==> src/rtl/elevator_pkg.sv <==
// Shared encodings for the elevator car controller.
// Direction and FSM state constants used by the controller and its helpers.
package elevator_pkg;

    localparam logic [1:0] S_STAY = 2'd0;
    localparam logic [1:0] S_DOWN = 2'd1;
    localparam logic [1:0] S_UP   = 2'd2;

    typedef logic [1:0] state_t;

    localparam state_t IDLE      = 2'd0;
    localparam state_t MOVE_UP   = 2'd1;
    localparam state_t MOVE_DOWN = 2'd2;
    localparam state_t DOOR      = 2'd3;

endpackage

==> src/rtl/elevator_req_scan.sv <==
// Request scan for the elevator controller.
// Reports whether pending requests lie above, below or at the current floor.
module elevator_req_scan
    import elevator_pkg::*;
#(
    parameter int FLOORS  = 8,
    parameter int FLOOR_W = $clog2(FLOORS)
) (
    input  logic [FLOORS-1:0]  pending,
    input  logic [FLOOR_W-1:0] cur_floor,
    output logic               above,
    output logic               below,
    output logic               here
);

    // reduce pending bits on either side of the car
    always_comb begin
        above = 1'b0;
        below = 1'b0;
        for (int i = 0; i < FLOORS; i++) begin
            if (pending[i]) begin
                if (i > int'(cur_floor)) above = 1'b1;
                if (i < int'(cur_floor)) below = 1'b1;
            end
        end
        here = pending[cur_floor];
    end

endmodule

==> src/rtl/elevator_ctrl_n.sv <==
// N-floor elevator car controller with SCAN sweep policy.
// Latches requests, times travel and door dwell, honours door hold.
module elevator_ctrl_n
    import elevator_pkg::*;
#(
    parameter int FLOORS   = 8,
    parameter int FLOOR_W  = $clog2(FLOORS),
    parameter int MOVE_CYC = 4,
    parameter int DOOR_CYC = 6
) (
    input  logic               clk,
    input  logic               rst_n,
    input  logic [FLOORS-1:0]  req_vec,
    input  logic               door_hold,
    output logic [FLOOR_W-1:0] cur_floor,
    output logic [1:0]         dir,
    output logic               moving,
    output logic               door_open,
    output logic               arrive,
    output logic [FLOORS-1:0]  pending
);

    localparam int MCW = (MOVE_CYC > 1) ? $clog2(MOVE_CYC) : 1;
    localparam int DCW = $clog2(DOOR_CYC + 1);

    state_t             state, nxt_state;
    logic [FLOOR_W-1:0] floor_q, nxt_floor, step_floor;
    logic [1:0]         dir_q, nxt_dir;
    logic [MCW-1:0]     mcnt, nxt_mcnt;
    logic [DCW-1:0]     dcnt, nxt_dcnt;
    logic [FLOORS-1:0]  pend_q, clr;
    logic               arrive_q, nxt_arrive;
    logic               above, below, here;
    logic               go_up, go_down;

    elevator_req_scan #(
        .FLOORS (FLOORS),
        .FLOOR_W(FLOOR_W)
    ) u_scan (
        .pending  (pend_q),
        .cur_floor(floor_q),
        .above    (above),
        .below    (below),
        .here     (here)
    );

    // floor the car reaches at the end of the current move
    always_comb begin
        if (state == MOVE_DOWN) step_floor = floor_q - FLOOR_W'(1);
        else                    step_floor = floor_q + FLOOR_W'(1);
    end

    // sweep choice at door close: keep direction, else reverse
    always_comb begin
        go_up   = above && ((dir_q != S_DOWN) || !below);
        go_down = below && !go_up;
    end

    // next-state, timer and clear-mask logic
    always_comb begin
        nxt_state  = state;
        nxt_floor  = floor_q;
        nxt_dir    = dir_q;
        nxt_mcnt   = mcnt;
        nxt_dcnt   = dcnt;
        nxt_arrive = 1'b0;
        clr        = '0;
        unique case (state)
            IDLE: begin
                nxt_mcnt = '0;
                if (here) begin
                    nxt_state       = DOOR;
                    nxt_dcnt        = DCW'(DOOR_CYC);
                    nxt_arrive      = 1'b1;
                    clr[floor_q]    = 1'b1;
                end else if (above) begin
                    nxt_state = MOVE_UP;
                    nxt_dir   = S_UP;
                end else if (below) begin
                    nxt_state = MOVE_DOWN;
                    nxt_dir   = S_DOWN;
                end else begin
                    nxt_dir = S_STAY;
                end
            end
            MOVE_UP, MOVE_DOWN: begin
                if (mcnt == MCW'(MOVE_CYC - 1)) begin
                    nxt_mcnt  = '0;
                    nxt_floor = step_floor;
                    if (pend_q[step_floor]) begin
                        nxt_state       = DOOR;
                        nxt_dcnt        = DCW'(DOOR_CYC);
                        nxt_arrive      = 1'b1;
                        clr[step_floor] = 1'b1;
                    end
                end else begin
                    nxt_mcnt = mcnt + MCW'(1);
                end
            end
            DOOR: begin
                clr[floor_q] = 1'b1;
                if (door_hold || req_vec[floor_q]) begin
                    nxt_dcnt = DCW'(DOOR_CYC);
                end else if (dcnt <= DCW'(1)) begin
                    nxt_dcnt = '0;
                    nxt_mcnt = '0;
                    if (go_up) begin
                        nxt_state = MOVE_UP;
                        nxt_dir   = S_UP;
                    end else if (go_down) begin
                        nxt_state = MOVE_DOWN;
                        nxt_dir   = S_DOWN;
                    end else begin
                        nxt_state = IDLE;
                        nxt_dir   = S_STAY;
                    end
                end else begin
                    nxt_dcnt = dcnt - DCW'(1);
                end
            end
            default: nxt_state = IDLE;
        endcase
    end

    // state, position, timers and pending requests
    always_ff @(posedge clk) begin
        if (!rst_n) begin
            state    <= IDLE;
            floor_q  <= '0;
            dir_q    <= S_STAY;
            mcnt     <= '0;
            dcnt     <= '0;
            pend_q   <= '0;
            arrive_q <= 1'b0;
        end else begin
            state    <= nxt_state;
            floor_q  <= nxt_floor;
            dir_q    <= nxt_dir;
            mcnt     <= nxt_mcnt;
            dcnt     <= nxt_dcnt;
            pend_q   <= (pend_q | req_vec) & ~clr;
            arrive_q <= nxt_arrive;
        end
    end

    assign cur_floor = floor_q;
    assign dir       = dir_q;
    assign moving    = (state == MOVE_UP) || (state == MOVE_DOWN);
    assign door_open = (state == DOOR);
    assign arrive    = arrive_q;
    assign pending   = pend_q;

endmodule

==> config.mk <==
export PLATFORM = sky130hd
export DESIGN_NAME = elevator_ctrl_n
export DESIGN_NICKNAME = d
export VERILOG_FILES = /design/src/rtl/elevator_pkg.sv /design/src/rtl/elevator_req_scan.sv /design/src/rtl/elevator_ctrl_n.sv
export SDC_FILE = /design/constraint.sdc
export NUM_CORES = 1
export LEC_CHECK = 0
export ABC_CLOCK_PERIOD_IN_PS = 2800
export CAP_MARGIN = 20
export CORE_ASPECT_RATIO = 0.75
export CORE_MARGIN = 2
export CORE_UTILIZATION = 48
export CTS_CLUSTER_SIZE = 24
export DETAILED_ROUTE_END_ITERATION = 7
export MAX_ROUTING_LAYER = met4
export PLACE_DENSITY = 0.74
export SETUP_SLACK_MARGIN = 0.5
export SLEW_MARGIN = 20
export SYNTH_ARGS = -nofsm -noshare
export SYNTH_HDL_FRONTEND = slang
export SYNTH_SLANG_ARGS = --single-unit
export TNS_END_PERCENT = 10
==> constraint.sdc <==
create_clock -name clk -period 2.8 [get_ports clk]
set_input_delay 0.56 -clock clk [delete_from_list [all_inputs] [get_ports clk]]
set_output_delay 0.56 -clock clk [all_outputs]
set_load 0.01 [all_outputs]
==> run_results.csv <==
group,metric,value,unit
status,outcome,"completed",
pwr,power_density,715,nW/um2
hold_path,hold_depth,2,
clocking,cts_tree,"yes",
clocking,cts.hold.buffers_added,0,
worst_setup_path,crit_buf_inv,1,
pwr,seq_power_share,0.264,
worst_setup_path,crit_path_end_kind,"register",
worst_setup_path,start_kind,"register",
layout,antenna_cells,0,
detailed_routing,drt_iter0_drc,214,
detailed_routing,wl_per_cell,19.2,um
clocking,htreeDepth,1,
synthesis,yosysWarnings,0,
timing,final-max-slew-violation-count,0,
worst_setup_path,cp.arrival,2.44,ns
hold_path,hold_path_class,"reg -> reg",
placed_design,numPortBuffers,26,
timing,hold_viol_final,0,
worst_setup_path,critPathMaxStageDelay,0.40,ns
timing,worst_pin_slew,0.481,ns
global_route,overflow,0,
placed_design,dp_hpwl,3910,um
worst_setup_path,timing.rr.start,"cur_floor[1]$_SDFFE_PN0P_",
synthesis,synth_area,1680,um2
synthesis,synthArstFlopShare,0,
layout,layout-drive-gt1-share,0.191,
timing,rsz0062_at_grt,"true",
clocking,cts_buffer_depth,2,
worst_setup_path,crit_type,"reg -> reg",
flow_run,max-cap-violations,0,
layout,nets,259,
floorplanning,ioPinCount,27,
layout,syn2layout_area_growth,30.0,%
hold_path,min_from,"mcnt[1]$_SDFFE_PN0P_",
worst_setup_path,worst-path-max-fanout,6,
floorplanning,core_area,3330,um2
detailed_routing,first_pass_iters,5,
worst_setup_path,reg2reg_to,"pending[5]$_SDFF_PN0_",
clocking,numCtsBuffers,3,
global_route,grt_start_max_net_pins,27,
layout,final_common_cell,"clkdlybuf4s50_1",
floorplanning,rows,18,
timing,timing.fmax,0.434,GHz
timing,finalCritPeriodShare,0.824,
pwr,ir_drop,841,uV
synthesis,synth_fp_nets,229,
global_route,grt_pass1_wl,8590,um
timing,finalSetupTns,0,ns
detailed_routing,drc,0,
synthesis,synth_edf_count,0,
global_route,track_usage,0.278,
detailed_routing,ant_nets,0,
floorplanning,chipHeight,55.3,um
pwr,combPwrFrac,0.605,
floorplanning,start_util,0.505,
detailed_routing,routed_wirelength,5290,um
synthesis,ys_types,49,
clocking,clkTransAtPathRegs,0.08,ns
pwr,p_switching,716,uW
worst_setup_path,r2r_slack,0.49,ns
worst_setup_path,crit_path_start,"cur_floor[1]$_SDFFE_PN0P_",
hold_path,hold_path_end,"mcnt[1]$_SDFFE_PN0P_",
pwr,internal-power,850,uW
synthesis,syn_area_per_cell,8.14,um2
layout,final_cell_mix,"clkdlybuf4s50_1 (26), dfxtp_1 (18), o21ai_0 (17)",
pwr,clockPowerShare,0.130,
timing,finalSetupViolCount,0,
placed_design,place_ws,0.231,ns
detailed_routing,num_vias,1820,
floorplanning,fp.dieArea,4000,um2
layout,regArea,427,um2
synthesis,ys.flop_type,"dfxtp_1",
global_route,antenna_found_initial,0,
timing,relSlewSlack,0.676,
synthesis,ys_ff_latch,21,
timing,period_needed,2.31,ns
global_route,grt_pass1_vias,1765,
timing,setup_ws,0.494,ns
worst_setup_path,path_delay_family,"compound AO/OA/AOI/OAI gates",
layout,multi_input_area,1260,um2
synthesis,ys_seq_area_frac,0.250,
clocking,cts_root_buf,"clkbuf_8",
floorplanning,fp.dieW,72.4,um
layout,final_util,0.657,
worst_setup_path,cp_cell_sequence,"clkinvlp_4 -> ha_4 -> xnor2_2 -> a21o_4 -> mux2_4 -> a211o_4 -> nor4_4 -> a21boi_0",
timing,finClkSkew,0.00340,ns
worst_setup_path,worst_r2r_path_depth,8,
worst_setup_path,crit_required,2.94,ns
clocking,clock_latency,0.26,ns
pwr,total_leakage_power,0.000767,uW
pwr,p_sw_frac,0.457,
detailed_routing,viasPerCell,6.59,
worst_setup_path,slowest_stage,"a211o_4",
layout,n_fill_cell,271,
clocking,cts_sinks,21,
synthesis,syn_inst,207,
placed_design,place_congestion,0.946,
## routing by layer
layer | part of all wire | global-route usage | vias to the layer above
met5 | 0 | - | -
met4 | 0.021 | 0.0794 | 0
met3 | 0.085 | 0.0511 | 12
met2 | 0.45 | 0.401 | 88
met1 | 0.45 | 0.398 | 884
li1 | - | - | 836
## repair_timing
action	in CTS	in global routing
buffers inserted	0	3
pin swaps	0	2
setup endpoints to repair	5	18
resized for setup	0	12
## synthesized netlist by cell type (2+ instances only)
library cell | instances | share of area
ha_1 | 11 | 0.082
buf_2 | 2 | 0.0059
inv_1 | 14 | 0.031
o21ai_0 | 17 | 0.051
nor2b_1 | 3 | 0.011
nor4_1 | 6 | 0.022
a31oi_1 | 3 | 0.011
nand2b_1 | 2 | 0.0074
a221o_1 | 3 | 0.018
nand2_1 | 14 | 0.031
nand4_1 | 2 | 0.0074
nand3_1 | 4 | 0.012
o21a_1 | 2 | 0.0089
nor3_1 | 6 | 0.018
a22oi_1 | 2 | 0.0089
o221ai_1 | 2 | 0.010
a211oi_1 | 10 | 0.045
nor2_1 | 14 | 0.031
clkbuf_1 | 6 | 0.013
a21oi_1 | 11 | 0.033
o211ai_1 | 3 | 0.013
buf_4 | 4 | 0.018
a221oi_2 | 2 | 0.018
xnor2_1 | 3 | 0.016
a21o_1 | 2 | 0.0089
a21boi_0 | 3 | 0.013
a211o_1 | 2 | 0.010
dfxtp_1 | 21 | 0.25
a2111oi_0 | 2 | 0.010
mux2i_1 | 11 | 0.065
and2_1 | 2 | 0.0074
## metrics by stage
stage                     instances  hold WS (ns)  power [uW]  area, um2
after floorplan                 207         0.436         996       1780
after global placement          269         0.450        1230       2060
after detailed placement        269         0.453        1270       2060
after CTS                       273         0.463        1470       2110
after global routing            276         0.498        1660       2190
final                           276         0.476        1570       2190
## cells by family (layout without fill, tap and decap cells)
group,after synthesis,in the layout,share of synthesized area
flops,21,21,0.250
simple gates,57,57,0.168
mux,14,14,0.0944
xor+xnor,4,4,0.0208
buf+inv,27,56,0.0750
fa+ha+maj,11,11,0.0817
compound gates,73,73,0.311
## worst reg2reg max path, stage by stage, from the launching register on
cell and delay, ns:
dfxtp_2 0.38, clkinvlp_4 0.17, ha_4 0.20, xnor2_2 0.15
a21o_4 0.22, mux2_4 0.32, a211o_4 0.40, nor4_4 0.19
a21boi_0 0.15
## how the worst max path moves through the flow
stage | endpoint | slack (ns) | cells past startpoint
global route | state[0]$_SDFFE_PN0P_ | 0.40 | 10
finish | pending[5]$_SDFF_PN0_ | 0.49 | 8
global placement | dir[1]$_SDFFE_PN0P_ | 0.27 | 6
floorplan | dcnt[1]$_SDFFE_PN0P_ | 0.39 | 11
CTS | pending[4]$_SDFF_PN0_ | 0.47 | 8
detailed placement | dir[1]$_SDFFE_PN0P_ | 0.23 | 6
## flip-flops by register name, indices dropped and copies added, names as in the netlist
name       cells
state          2
dcnt           3
pending        8
cur_floor      3
arrive         1
dir            2
mcnt           2
## layout make-up
type                    instances  area share
multi-input cells             159       0.575
flip-flops and latches         21       0.195
repair buffers                 38       0.160
inverters                      14      0.0257
well taps                      40      0.0229
clock buffers                   3      0.0189
clock inverters                 1     0.00229
## power groups by stage
stage	logic, uW	registers (uW)	clock network (uW)
3_3_place_gp	818	413	0
3_5_place_dp	847	419	0
6_report	948	414	204
2_1_floorplan	582	414	0
5_1_grt	1020	420	221
4_1_cts	854	412	206
Note: power is estimated with default switching activity, not from simulation.
